`src/rtl/hpu_pkg.sv`:
```
// Shared definitions for the HPU control/status register slave: register map,
// bit positions, handshake state encoding and small helpers.
package hpu_pkg;

  localparam logic [11:0] OFF_CTRL     = 12'h000;
  localparam logic [11:0] OFF_ITEM_NUM = 12'h004;
  localparam logic [11:0] OFF_ADDR_I   = 12'h008;
  localparam logic [11:0] OFF_ADDR_J   = 12'h00C;
  localparam logic [11:0] OFF_SCRATCH  = 12'h010;
  localparam logic [11:0] OFF_STATUS   = 12'h014;
  localparam logic [11:0] OFF_FIN_CNT  = 12'h018;
  localparam logic [11:0] OFF_ID       = 12'h01C;

  localparam int CTL_MATW   = 0;
  localparam int CTL_RUN    = 1;
  localparam int CTL_LAST   = 2;
  localparam int CTL_IRQ_EN = 3;

  localparam int STS_DONE      = 0;
  localparam int STS_LOAD_DONE = 1;
  localparam int STS_BUSY      = 2;

  localparam logic [15:0] ID_MAGIC    = 16'h4850;
  localparam logic [1:0]  RESP_OKAY   = 2'b00;
  localparam logic [1:0]  RESP_SLVERR = 2'b10;

  // INI idle | AW/W one half of a write held | AWW write response | AR1 decode | AR2 data out
  typedef enum logic [2:0] {ST_INI, ST_AW, ST_W, ST_AWW, ST_AR1, ST_AR2} axil_state_e;

  typedef struct packed {
    logic aw_rdy;
    logic w_rdy;
    logic ar_rdy;
    logic b_vld;
    logic r_vld;
  } hs_t;

  function automatic hs_t hs_decode(input axil_state_e s);
    hs_t h;
    h.aw_rdy = (s == ST_INI) || (s == ST_W);
    h.w_rdy  = (s == ST_INI) || (s == ST_AW);
    h.ar_rdy = (s == ST_INI);
    h.b_vld  = (s == ST_AWW);
    h.r_vld  = (s == ST_AR2);
    return h;
  endfunction

  function automatic logic [31:0] apply_strb(input logic [31:0] old_v,
                                             input logic [31:0] new_v,
                                             input logic [3:0]  strb);
    logic [31:0] r;
    for (int b = 0; b < 4; b++)
      r[b*8 +: 8] = strb[b] ? new_v[b*8 +: 8] : old_v[b*8 +: 8];
    return r;
  endfunction

  function automatic logic reg_mapped(input logic [11:0] a);
    return a[11:5] == 7'd0;
  endfunction

endpackage

```
`src/rtl/hpu_axil_fsm.sv`:
```
// AXI-Lite handshake engine: collects AW/W in either order, issues one write
// strobe per transaction, and serves single-beat reads through a decode cycle.
module hpu_axil_fsm
  import hpu_pkg::*;
(
  input  logic        clk,
  input  logic        rst,
  input  logic [11:0] awaddr_i,
  input  logic        awvalid_i,
  output logic        awready_o,
  input  logic [31:0] wdata_i,
  input  logic [3:0]  wstrb_i,
  input  logic        wvalid_i,
  output logic        wready_o,
  output logic [1:0]  bresp_o,
  output logic        bvalid_o,
  input  logic        bready_i,
  input  logic [11:0] araddr_i,
  input  logic        arvalid_i,
  output logic        arready_o,
  output logic [31:0] rdata_o,
  output logic [1:0]  rresp_o,
  output logic        rvalid_o,
  input  logic        rready_i,
  output logic        wr_en_o,
  output logic [11:0] wr_addr_o,
  output logic [31:0] wr_data_o,
  output logic [3:0]  wr_strb_o,
  input  logic        wr_err_i,
  output logic        rd_en_o,
  output logic [11:0] rd_addr_o,
  input  logic [31:0] rd_data_i,
  input  logic        rd_err_i
);

  axil_state_e state_q;
  hs_t         hs_q;
  logic        wr_en_q;
  logic        rd_en_q;
  logic [11:0] wr_addr_q;
  logic [11:0] rd_addr_q;
  logic [31:0] wr_data_q;
  logic [3:0]  wr_strb_q;
  logic [31:0] rdata_q;
  logic [1:0]  rresp_q;

  // wr_en is raised on entry to AWW, so the register file commits on the
  // following edge and exactly once however long bready is withheld.
  always_ff @(posedge clk or posedge rst) begin
    if (rst) begin
      state_q   <= ST_INI;
      hs_q      <= hs_decode(ST_INI);
      wr_en_q   <= 1'b0;
      rd_en_q   <= 1'b0;
      wr_addr_q <= '0;
      rd_addr_q <= '0;
      wr_data_q <= '0;
      wr_strb_q <= '0;
      rdata_q   <= '0;
      rresp_q   <= RESP_OKAY;
    end else begin
      wr_en_q <= 1'b0;
      rd_en_q <= 1'b0;
      case (state_q)
        ST_INI: begin
          if (awvalid_i && wvalid_i) begin
            state_q   <= ST_AWW;
            hs_q      <= hs_decode(ST_AWW);
            wr_addr_q <= awaddr_i;
            wr_data_q <= wdata_i;
            wr_strb_q <= wstrb_i;
            wr_en_q   <= 1'b1;
          end else if (awvalid_i) begin
            state_q   <= ST_AW;
            hs_q      <= hs_decode(ST_AW);
            wr_addr_q <= awaddr_i;
          end else if (wvalid_i) begin
            state_q   <= ST_W;
            hs_q      <= hs_decode(ST_W);
            wr_data_q <= wdata_i;
            wr_strb_q <= wstrb_i;
          end else if (arvalid_i) begin
            state_q   <= ST_AR1;
            hs_q      <= hs_decode(ST_AR1);
            rd_addr_q <= araddr_i;
            rd_en_q   <= 1'b1;
          end
        end
        ST_AW: begin
          if (wvalid_i) begin
            state_q   <= ST_AWW;
            hs_q      <= hs_decode(ST_AWW);
            wr_data_q <= wdata_i;
            wr_strb_q <= wstrb_i;
            wr_en_q   <= 1'b1;
          end
        end
        ST_W: begin
          if (awvalid_i) begin
            state_q   <= ST_AWW;
            hs_q      <= hs_decode(ST_AWW);
            wr_addr_q <= awaddr_i;
            wr_en_q   <= 1'b1;
          end
        end
        ST_AWW: begin
          if (bready_i) begin
            state_q <= ST_INI;
            hs_q    <= hs_decode(ST_INI);
          end
        end
        ST_AR1: begin
          state_q <= ST_AR2;
          hs_q    <= hs_decode(ST_AR2);
          rdata_q <= rd_data_i;
          rresp_q <= rd_err_i ? RESP_SLVERR : RESP_OKAY;
        end
        ST_AR2: begin
          if (rready_i) begin
            state_q <= ST_INI;
            hs_q    <= hs_decode(ST_INI);
          end
        end
        default: begin
          state_q <= ST_INI;
          hs_q    <= hs_decode(ST_INI);
        end
      endcase
    end
  end

  assign awready_o = hs_q.aw_rdy;
  assign wready_o  = hs_q.w_rdy;
  assign arready_o = hs_q.ar_rdy;
  assign bvalid_o  = hs_q.b_vld;
  assign rvalid_o  = hs_q.r_vld;
  assign bresp_o   = (hs_q.b_vld && wr_err_i) ? RESP_SLVERR : RESP_OKAY;
  assign rdata_o   = rdata_q;
  assign rresp_o   = rresp_q;
  assign wr_en_o   = wr_en_q;
  assign wr_addr_o = wr_addr_q;
  assign wr_data_o = wr_data_q;
  assign wr_strb_o = wr_strb_q;
  assign rd_en_o   = rd_en_q;
  assign rd_addr_o = rd_addr_q;

endmodule

```
`src/rtl/hpu_ctrl_regs.sv`:
```
// HPU control/status register slave: AXI-Lite register file, item-memory load
// counter with automatic matw termination, completion tracking and interrupt.
module hpu_ctrl_regs
  import hpu_pkg::*;
#(
  parameter int          ADDR_IJ_W   = 20,
  parameter int          ITEM_W      = 16,
  parameter int          NUM_CORE    = 1,
  parameter logic [31:0] SCRATCH_RST = 32'h0
) (
  input  logic                 clk,
  input  logic                 rst,
  input  logic [11:0]          s_axi_awaddr,
  input  logic                 s_axi_awvalid,
  output logic                 s_axi_awready,
  input  logic [31:0]          s_axi_wdata,
  input  logic [3:0]           s_axi_wstrb,
  input  logic                 s_axi_wvalid,
  output logic                 s_axi_wready,
  output logic [1:0]           s_axi_bresp,
  output logic                 s_axi_bvalid,
  input  logic                 s_axi_bready,
  input  logic [11:0]          s_axi_araddr,
  input  logic                 s_axi_arvalid,
  output logic                 s_axi_arready,
  output logic [31:0]          s_axi_rdata,
  output logic [1:0]           s_axi_rresp,
  output logic                 s_axi_rvalid,
  input  logic                 s_axi_rready,
  input  logic                 s_fin,
  output logic                 run,
  output logic                 matw,
  output logic                 last,
  output logic [ITEM_W-1:0]    mat_a,
  output logic [ADDR_IJ_W-1:0] addr_i,
  output logic [ADDR_IJ_W-1:0] addr_j,
  output logic                 irq
);

  logic        wr_en, rd_en, wr_err, rd_err;
  logic [11:0] wr_addr, rd_addr;
  logic [31:0] wr_data, rd_data;
  logic [3:0]  wr_strb;

  hpu_axil_fsm u_fsm (
    .clk       (clk),
    .rst       (rst),
    .awaddr_i  (s_axi_awaddr),
    .awvalid_i (s_axi_awvalid),
    .awready_o (s_axi_awready),
    .wdata_i   (s_axi_wdata),
    .wstrb_i   (s_axi_wstrb),
    .wvalid_i  (s_axi_wvalid),
    .wready_o  (s_axi_wready),
    .bresp_o   (s_axi_bresp),
    .bvalid_o  (s_axi_bvalid),
    .bready_i  (s_axi_bready),
    .araddr_i  (s_axi_araddr),
    .arvalid_i (s_axi_arvalid),
    .arready_o (s_axi_arready),
    .rdata_o   (s_axi_rdata),
    .rresp_o   (s_axi_rresp),
    .rvalid_o  (s_axi_rvalid),
    .rready_i  (s_axi_rready),
    .wr_en_o   (wr_en),
    .wr_addr_o (wr_addr),
    .wr_data_o (wr_data),
    .wr_strb_o (wr_strb),
    .wr_err_i  (wr_err),
    .rd_en_o   (rd_en),
    .rd_addr_o (rd_addr),
    .rd_data_i (rd_data),
    .rd_err_i  (rd_err)
  );

  logic                 run_q, run_d, matw_q, matw_d, last_q, last_d, irq_en_q, irq_en_d;
  logic                 done_q, done_d, load_done_q, load_done_d;
  logic [ITEM_W-1:0]    item_num_q, item_num_d, mat_a_q, mat_a_d;
  logic [ADDR_IJ_W-1:0] addr_i_q, addr_i_d, addr_j_q, addr_j_d;
  logic [31:0]          scratch_q, scratch_d;
  logic [15:0]          fin_cnt_q, fin_cnt_d;

  logic [11:0] wsel;
  logic        wr_ctrl, wr_item, wr_ai, wr_aj, wr_scr, wr_status;
  logic [3:0]  ctrl_cur, ctrl_w;
  logic        term, w1c_done, w1c_load;

  always_comb begin
    ctrl_cur             = '0;
    ctrl_cur[CTL_MATW]   = matw_q;
    ctrl_cur[CTL_RUN]    = run_q;
    ctrl_cur[CTL_LAST]   = last_q;
    ctrl_cur[CTL_IRQ_EN] = irq_en_q;
  end

  always_comb begin
    wsel      = wr_addr & 12'hFFC;
    wr_err    = !reg_mapped(wr_addr);
    wr_ctrl   = wr_en && (wsel == OFF_CTRL);
    wr_item   = wr_en && (wsel == OFF_ITEM_NUM);
    wr_ai     = wr_en && (wsel == OFF_ADDR_I);
    wr_aj     = wr_en && (wsel == OFF_ADDR_J);
    wr_scr    = wr_en && (wsel == OFF_SCRATCH);
    wr_status = wr_en && (wsel == OFF_STATUS);
    ctrl_w    = 4'(apply_strb(32'(ctrl_cur), wr_data, wr_strb));

    term     = matw_q && (mat_a_q == item_num_q);
    matw_d   = matw_q && !term;
    run_d    = run_q;
    last_d   = last_q;
    irq_en_d = irq_en_q;
    // A software CTRL write overrides the automatic matw clear in the same cycle.
    if (wr_ctrl) begin
      matw_d   = ctrl_w[CTL_MATW];
      run_d    = ctrl_w[CTL_RUN];
      last_d   = ctrl_w[CTL_LAST];
      irq_en_d = ctrl_w[CTL_IRQ_EN];
    end
    mat_a_d = (matw_d && matw_q && !term) ? mat_a_q + ITEM_W'(1) : '0;

    item_num_d = wr_item ? ITEM_W'(apply_strb(32'(item_num_q), wr_data, wr_strb)) : item_num_q;
    addr_i_d   = wr_ai ? ADDR_IJ_W'(apply_strb(32'(addr_i_q), wr_data, wr_strb)) : addr_i_q;
    addr_j_d   = wr_aj ? ADDR_IJ_W'(apply_strb(32'(addr_j_q), wr_data, wr_strb)) : addr_j_q;
    scratch_d  = wr_scr ? apply_strb(scratch_q, wr_data, wr_strb) : scratch_q;

    w1c_done    = wr_status && wr_strb[0] && wr_data[STS_DONE];
    w1c_load    = wr_status && wr_strb[0] && wr_data[STS_LOAD_DONE];
    done_d      = (s_fin && run_q) || (done_q && !w1c_done);
    load_done_d = term || (load_done_q && !w1c_load);
    fin_cnt_d   = (run_d && !run_q) ? '0 : fin_cnt_q + 16'(s_fin);
  end

  always_comb begin
    rd_data = '0;
    rd_err  = !reg_mapped(rd_addr);
    if (rd_en) begin
      case (rd_addr & 12'hFFC)
        OFF_CTRL:     rd_data = 32'(ctrl_cur);
        OFF_ITEM_NUM: rd_data = 32'(item_num_q);
        OFF_ADDR_I:   rd_data = 32'(addr_i_q);
        OFF_ADDR_J:   rd_data = 32'(addr_j_q);
        OFF_SCRATCH:  rd_data = scratch_q;
        OFF_STATUS: begin
          rd_data[STS_DONE]      = done_q;
          rd_data[STS_LOAD_DONE] = load_done_q;
          rd_data[STS_BUSY]      = run_q && !done_q;
        end
        OFF_FIN_CNT:  rd_data = 32'(fin_cnt_q);
        OFF_ID:       rd_data = {ID_MAGIC, 16'(NUM_CORE)};
        default:      rd_data = '0;
      endcase
    end
  end

  always_ff @(posedge clk or posedge rst) begin
    if (rst) begin
      run_q       <= 1'b0;
      matw_q      <= 1'b0;
      last_q      <= 1'b0;
      irq_en_q    <= 1'b0;
      done_q      <= 1'b0;
      load_done_q <= 1'b0;
      item_num_q  <= ITEM_W'(99);
      mat_a_q     <= '0;
      addr_i_q    <= ADDR_IJ_W'(7);
      addr_j_q    <= ADDR_IJ_W'(2);
      scratch_q   <= SCRATCH_RST;
      fin_cnt_q   <= '0;
    end else begin
      run_q       <= run_d;
      matw_q      <= matw_d;
      last_q      <= last_d;
      irq_en_q    <= irq_en_d;
      done_q      <= done_d;
      load_done_q <= load_done_d;
      item_num_q  <= item_num_d;
      mat_a_q     <= mat_a_d;
      addr_i_q    <= addr_i_d;
      addr_j_q    <= addr_j_d;
      scratch_q   <= scratch_d;
      fin_cnt_q   <= fin_cnt_d;
    end
  end

  assign run    = run_q;
  assign matw   = matw_q;
  assign last   = last_q;
  assign mat_a  = mat_a_q;
  assign addr_i = addr_i_q;
  assign addr_j = addr_j_q;
  assign irq    = done_q && irq_en_q;

endmodule

```
`config.mk`:
```
export PLATFORM = sky130hd
export DESIGN_NAME = hpu_ctrl_regs
export DESIGN_NICKNAME = d
export VERILOG_FILES = /design/src/rtl/hpu_pkg.sv /design/src/rtl/hpu_axil_fsm.sv /design/src/rtl/hpu_ctrl_regs.sv
export SDC_FILE = /design/constraint.sdc
export NUM_CORES = 1
export LEC_CHECK = 0
export CAP_MARGIN = 20
export CORE_MARGIN = 5
export CORE_UTILIZATION = 48
export CTS_CLUSTER_DIAMETER = 200
export CTS_CLUSTER_SIZE = 30
export DETAILED_ROUTE_END_ITERATION = 6
export GPL_ROUTABILITY_DRIVEN = 1
export HOLD_SLACK_MARGIN = 0.1
export PLACE_DENSITY = 0.84
export SETUP_SLACK_MARGIN = 0.15
export SYNTH_ARGS = -nofsm -noshare
export SYNTH_HDL_FRONTEND = slang
export SYNTH_SLANG_ARGS = --single-unit
```
`constraint.sdc`:
```
create_clock -name clk -period 7.2 [get_ports clk]
set_input_delay 1.08 -clock clk [delete_from_list [all_inputs] [get_ports clk]]
set_output_delay 1.08 -clock clk [all_outputs]
set_load 0.1 [all_outputs]
```
# Word-level counts from Yosys, hierarchy flattened
# Index checks and enable logic that the tools add are counted.
# op_classes
mux	48
n_addsub	2
n_reduce_logical	52
n_eq_ne	24
n_bitwise	3
# op_table
op	count
$pmux W29 S7	1
$mux W32	4
$pmux W32 S2	1
$eq A10 B3 Y1 const B	6
$eq A10 B2 Y1 const B	4
$mux W5	8
$mux W16	2
$pmux W5 S6	1
$reduce_and A2 Y1	14
$logic_not A12 Y1	2
$mux W12	2
$mux W3	8
$pmux W12 S2	1
$pmux W3 S8	1
$logic_and A1 B1 Y1	21
$eq A10 B1 Y1 const B	2
$pmux W3 S6	1
$add A16 B1 Y16	1
$add A16 B1 Y16 const B	1
$eq A16 B16 Y1	1
$logic_not A7 Y1	2
$mux W4	3
$mux W1	10
$reduce_and A5 Y1	2
other kinds (14)	30
# totals
input_bits	68
ff_bits	230
output_inout_bits	101

# Longest topological paths before layout
# Gate-level depths: netlist of the first run.
# depth
depth_word	8
mapped_depth	6
mapped_depth_nobuf	6

# Modules after synthesis
# From an unflattened synthesis of the first run, not the netlist that was laid out.
# unflattened
hier_cells	820
hier_area_um2	10760.3
# modules_own_cells
mod	cells_per_inst	instances	area_each_um2
hpu_ctrl_regs	572	1	6737.7
hpu_axil_fsm	248	1	4022.6

# Least setup slack after synthesis of the first run
# OpenSTA, ideal clock, no wires.
# synth_timing
path_type	reg-to-output
startpoint	register u_fsm.hs_q, in the netlist u_fsm.bvalid_o
endpoint	output port s_axi_bresp[1]
path_stages_with_launch	2
t_arrival_ns	2.362
setup_slack_ns	3.758
path_cell_list	dfrtp_1 nor2b_1
# synth_between
elab_chain_cells	2
# synth_lines
element	line_no	text
from (decl)	hpu_axil_fsm.sv:37	hs_t hs_q;
from (signal assigned)	hpu_axil_fsm.sv:52	hs_q <= hs_decode(ST_INI);
from (signal assigned)	hpu_axil_fsm.sv:68	hs_q <= hs_decode(ST_AWW);
from (signal assigned)	hpu_axil_fsm.sv:75	hs_q <= hs_decode(ST_AW);
$logic_and A1 B1 Y1	hpu_axil_fsm.sv:137	assign bresp_o = (hs_q.b_vld && wr_err_i) ? RESP_SLVERR : RESP_OKAY;
$mux W2	hpu_axil_fsm.sv:137	
to (decl)	hpu_ctrl_regs.sv:20	output logic [1:0] s_axi_bresp,
# Every way passes these cells.

# Final worst setup path of the first run
# layout_timing
startpoint	register u_fsm.wr_addr_q[10], in the netlist u_fsm.wr_addr_o[10]
endpoint	output port s_axi_bresp[1]
# layout_between
elab_chain_cells	4
# layout_lines
element	line_no	text
from (decl)	hpu_axil_fsm.sv:40	logic [11:0] wr_addr_q;
from (signal assigned)	hpu_axil_fsm.sv:69	wr_addr_q <= awaddr_i;
from (signal assigned)	hpu_axil_fsm.sv:76	wr_addr_q <= awaddr_i;
from (signal assigned)	hpu_axil_fsm.sv:102	wr_addr_q <= awaddr_i;
$logic_not A7 Y1	hpu_pkg.sv:58	return a[11:5] == 7'd0;
$logic_not A1 Y1	hpu_ctrl_regs.sv:98	wr_err = !reg_mapped(wr_addr);
$logic_and A1 B1 Y1	hpu_axil_fsm.sv:137	
$mux W2	hpu_axil_fsm.sv:137	
# Every way passes these cells.

==> reports/summary.txt, run 1 <==
status - complete, no violations
WL/cell - 21.0 um
setup repair bufs after CTS - 0
Slew Limit Headroom - 28.7%
worst-case reg-to-reg path depth - 5
first-pass GRT wire length - 39.5 mm
ys async rst share - 100%
Worst-Skew Late Latency - 470 ps
Avg Cell Area, Syn - 13.1 um2
antenna cells - 0
drc violations - 0
r2r setup slk - 4480 ps
Initial Util - 49.1%
final WL - 25.0 mm
Vias/cell - 5.87
post-layout min period - 4110 ps
hold depth - 2
reg-to-reg startpoint - u_fsm.state_q[2]
final-report hold violation count - 0
max frequency - 0.243 GHz
final setup margin - 3090 ps
port bufs - 162
Fin Setup TNS - 0 ps
switching portion of total power - 38.0%
largest net degree at the start of global routing - 149
DR iter-0 viols - 544
vias in the first global route - 7,007
Hold Path Sink - u_fsm.arready_o
Synth top area share - 53.4%
design area - 12,200 um2
GRT Residual Overflow - 0
CTS Sinks - 225
pre-CTS setup slack - 3630 ps
htree depth - 1
core area - 20,400 um2
TritonRoute pass-1 iters - 4
Die W - 155 um
register area share after synthesis - 56.3%
clock skew - 26.3 ps
routability cong. - 0.884
Int Power - 0.00226 W
clock share of power - 18.8%
post-detailed-route count of antenna-violating nets - 0
ys flop type - dfrtp_1
max cap viols - 0
WP data required - 6120 ps
Combinational Power Share - 31.8%
sw power - 0.00139 W
Clock Tree Root - clkbuf_16
Post-synth top cells - dfrtp_1, mux2_1, mux2_2, xnor2_1, nand2_1
Num CTS Buffers - 11
initial antenna violation count - 0
most common cell in the netlist - dfrtp_1
dpl cell area - 11,900 um2
startpoint type of the worst setup path - register
hold slack final - 479 ps
Synth Warn # - 0
layout cell share with drive strength beyond 1 - 11.3%
Mapped Area - 10,000 um2
Setup CP Type - register to output port
cts hold-fix bufs - 0
CTS tree - done
Final period util - 57.0%
Die ar. - 23,900 um2
VDD IR max - 0.374 mV
CTS resizes - 0
Yosys cell types - 58
clock slew at the register clock pins of the worst setup and hold paths - 110 ps
Leak - 5.32 nW
CTS Buffer Depth - 3
Cell Rows - 52
IO Pins - 169
chip height - 155 um
Hold Path Class - register to register
Worst-Margin Slew - 1070 ps
reg2reg end - u_fsm.rdata_o[23]
RSZ-0062 raised after global routing - no
FILL cells - 1,640
P&R area growth vs syn - 22.0%
Critical Path End Type - output port
Worst EP arrival - 3030 ps
GRT Overall Usage - 20.6%
largest cells by area after synthesis - dfrtp_1, mux2_1, mux2_2
cell taking the most area after synthesis - dfrtp_1
EDFF count, synth - 0
critical path peak fanout - 8
fin nets - 988
Syn Inst Count - 768
synthesis-stage register bit count - 225
final setup vio count - 0
hold path start - u_fsm.arready_o
power per cell area - 299 nW/um2
power share of the sequential group - 49.4%
Final Max Slew Viols - 0
vias after detailed routing - 6,986
hpwl dp - 18.0 mm
## layout by cell type (no fill, tap or decap), types with 3 or more instances in the layout
master	Yosys	routed
inv_1	7	6
o21ai_0	4	4
nand3_1	16	16
a22oi_1	20	20
nand4_1	18	18
and2_1	6	6
clkbuf_16	0	11
nor4_1	8	8
mux4_2	3	3
mux2_2	53	53
o22ai_1	10	10
a22o_1	23	23
nand2_1	29	29
o21ai_1	14	14
a21oi_1	8	8
mux2_1	106	106
buf_4	4	7
nor3_1	22	21
nor3b_1	3	3
nand2b_1	4	4
clkdlybuf4s50_1	0	162
xnor2_1	32	32
xor2_1	9	9
and3_1	6	6
and4_1	6	6
dfrtp_1	214	214
nor2b_1	9	9
mux2i_1	18	18
dfstp_2	11	11
ha_1	3	3
or3_1	3	3
o221ai_1	3	3
nor2_1	25	25
nand3_2	5	5
a21o_1	6	6
clkbuf_1	20	4
## power groups by stage
stage | Clock, W | Sequential [W] | Combinational, W
detailed placement | 0 | 0.00183 | 0.00115
floorplan | 0 | 0.00196 | 0.000656
global placement | 0 | 0.00181 | 0.00111
CTS | 0.000703 | 0.00180 | 0.00115
global route | 0.000741 | 0.00185 | 0.00124
finish | 0.000686 | 0.00181 | 0.00116
## logic make-up (layout without fill, tap and decap cells)
kind of cell             after synthesis  after routing  share of synthesized area (%)
XOR/XNOR                              41             41                           3.58
AO/OA/AOI/OAI                         98             98                           7.01
adder cells (fa/ha/maj)                3              3                          0.374
buffers and inverters                 44            195                           1.93
AND/OR/NAND/NOR                      176            176                           10.5
other                                  1              2                         0.0374
flip-flops                           225            225                           56.3
multiplexers                         180            180                           20.3
## critical path: stages (launching register included)
cell,delay (ps)
dfrtp_1,390
nor3_1,570
and2_1,520
nor2b_1,100
clkdlybuf4s50_1,980
## metal layers
layer / part of all wire [%] / up-vias / GRT usage, %
met5: 0 / - / 0
met3: 8.2 / 39 / 4.55
met4: 2.5 / 0 / 5.21
met2: 48 / 261 / 33.7
met1: 42 / 3562 / 28.3
li1: - / 3124 / -
## per-stage QoR
stage | util, % | total power, W | instances
after global placement | 58.3 | 0.00293 | 1172
final | 59.9 | 0.00365 | 1190
after detailed placement | 58.3 | 0.00297 | 1173
after global routing | 59.9 | 0.00383 | 1190
after floorplan | - | 0.00261 | 769
after CTS | 59.8 | 0.00366 | 1189
## how the worst max path moves through the flow
| stage | from | end | slack [ps] | cells past startpoint |
|---|---|---|---|---|
| after floorplan | rst | asynchronous set/reset pin | 3190 | 1 |
| after global placement | s_axi_wvalid | register | 3560 | 5 |
| after detailed placement | u_fsm.wr_addr_o[10] | s_axi_bresp[1] | 3630 | 4 |
| after CTS | u_fsm.wr_addr_o[10] | s_axi_bresp[1] | 3090 | 4 |
| after global routing | u_fsm.wr_addr_o[10] | s_axi_bresp[1] | 2850 | 4 |
| final | u_fsm.wr_addr_o[10] | s_axi_bresp[1] | 3090 | 4 |
## cell type report
cell class                      count  area [um2]  area share, %
Clock buffer                       15         290           2.37
Multi-Input combinational cell    500        4200           34.3
Sequential cell                   225        5640           46.1
Inverter                            7        30.0          0.245
Clock inverter                      1        16.3          0.133
Tap cell                          270         338           2.76
Timing Repair Buffer              172        1720           14.0
(Power assumes the default switching activity.)
==> run 2: changes to the inputs <==
==> constraint.sdc (replaced) <==
create_clock -name clk -period 3.3 [get_ports clk]
set_input_delay 0.495 -clock clk [delete_from_list [all_inputs] [get_ports clk]]
set_output_delay 0.495 -clock clk [all_outputs]
set_load 0.1 [all_outputs]
==> reports/summary.txt, run 2 (synthesized netlist as in run 1, its figures left out) <==
status - complete, no violations
vias after detailed routing - 6,937
Final period util - 85.5%
Clock Tree Root - clkbuf_16
Worst EP arrival - 2330 ps
Critical Path End Type - output port
Num CTS Buffers - 11
CTS Sinks - 225
CTS tree - done
reg-to-reg startpoint - u_fsm.wr_addr_o[10]
IO Pins - 169
drc violations - 0
clock slew at the register clock pins of the worst setup and hold paths - 110 ps
Setup CP Type - register to output port
setup repair bufs after CTS - 0
power per cell area - 655 nW/um2
FILL cells - 1,629
cts hold-fix bufs - 0
routability cong. - 0.908
Final Max Slew Viols - 0
design area - 12,200 um2
commonest non-fill, non-tap cell in the layout - dfrtp_1
GRT Overall Usage - 21.0%
Die ar. - 23,900 um2
FF+latch area - 5640 um2
htree depth - 1
final setup vio count - 0
Fin Setup TNS - 0 ps
WL/cell - 21.2 um
Cell Rows - 52
P&R area growth vs syn - 21.5%
first-pass GRT wire length - 40.2 mm
largest net degree at the start of global routing - 50
final-report hold violation count - 0
post-detailed-route count of antenna-violating nets - 0
Worst-Margin Slew - 1010 ps
WP data required - 2800 ps
Worst-Skew Late Latency - 470 ps
VDD IR max - 0.729 mV
chip height - 155 um
layout cell share with drive strength beyond 1 - 18.8%
RSZ-0062 raised after global routing - no
hpwl dp - 19.0 mm
post-layout min period - 2820 ps
critical path peak fanout - 8
DR iter-0 viols - 486
most frequent cells in the layout - dfrtp_1, mux2_1, clkdlybuf4s50_1
Slew Limit Headroom - 32.8%
CTS resizes - 0
Leak - 5.50 nW
antenna cells - 0
fin nets - 997
Critical Path Start - u_fsm.wr_addr_o[10]
r2r setup slk - 730 ps
Initial Util - 49.1%
max cap viols - 0
startpoint type of the worst setup path - register
clock skew - 19.8 ps
final WL - 25.4 mm
Die W - 155 um
Hold Path Class - primary input to asynchronous set/reset pin
hold slack final - 437 ps
core area - 20,400 um2
max frequency - 0.355 GHz
final core occ - 59.6%
vias in the first global route - 7,198
port bufs - 162
initial antenna violation count - 0
footprint of the multi-input gates - 4200 um2
GRT Residual Overflow - 0
dpl cell area - 11,900 um2
CTS Buffer Depth - 3
Vias/cell - 5.78
TritonRoute pass-1 iters - 5
run 2: changes by cell type in the layout (fill, tap and decap cells not counted), sizes merged:
cell,change
clkbuf,+1
buf,+71
clkdlybuf4s50,-62
run 2: metrics by stage:
stage,cells,total power (W),setup WS (ps)
after detailed placement,1183,0.00652,781
after global placement,1183,0.00641,863
after global routing,1200,0.00837,301
final,1200,0.00798,480
after floorplan,769,0.00570,-124
after CTS,1200,0.00802,486
run 2: path summary, 6_finish.rpt:
path	cells after the start	end
setup / recovery	4	s_axi_bresp[1]
hold / removal	2	u_fsm.wr_addr_o[9]
setup reg to reg	4	addr_j[11]
hold reg to reg	2	u_fsm.arready_o
max in group asynchronous	3	u_fsm.wready_o
min in group clk	2	u_fsm.arready_o
run 2: worst max-delay path, cell delays in order (launching register included):
cell and delay, ps:
dfrtp_1 400, nor3_1 550, and2_1 510, nor2b_1 130, buf_4 260
run 2: power by group:
group / internal (W) / switching, W / leakage (nW)
clock: 0.000643 / 0.000862 / 0.149
combinational: 0.000957 / 0.00154 / 2.39
sequential: 0.00332 / 0.000660 / 2.96
total: 0.00492 / 0.00306 / 5.50
run 2: final cells by class:
cell class	instances	area share [%]
multi-input cells	500	34.5
inverters	7	0.246
flip-flops and latches	225	46.3
well taps	270	2.77
repair buffers	181	13.6
clock buffers	16	2.41
clock inverters	1	0.133
run 2: metal layers:
metal  vias up  global-route usage [%]  routed length [um]
met1      3524                    28.6               10700
met4         0                    4.88                 515
met5         -                       0                   0
met2       239                    34.5               12200
met3        30                    4.95                1960
li1       3144                       -                   -
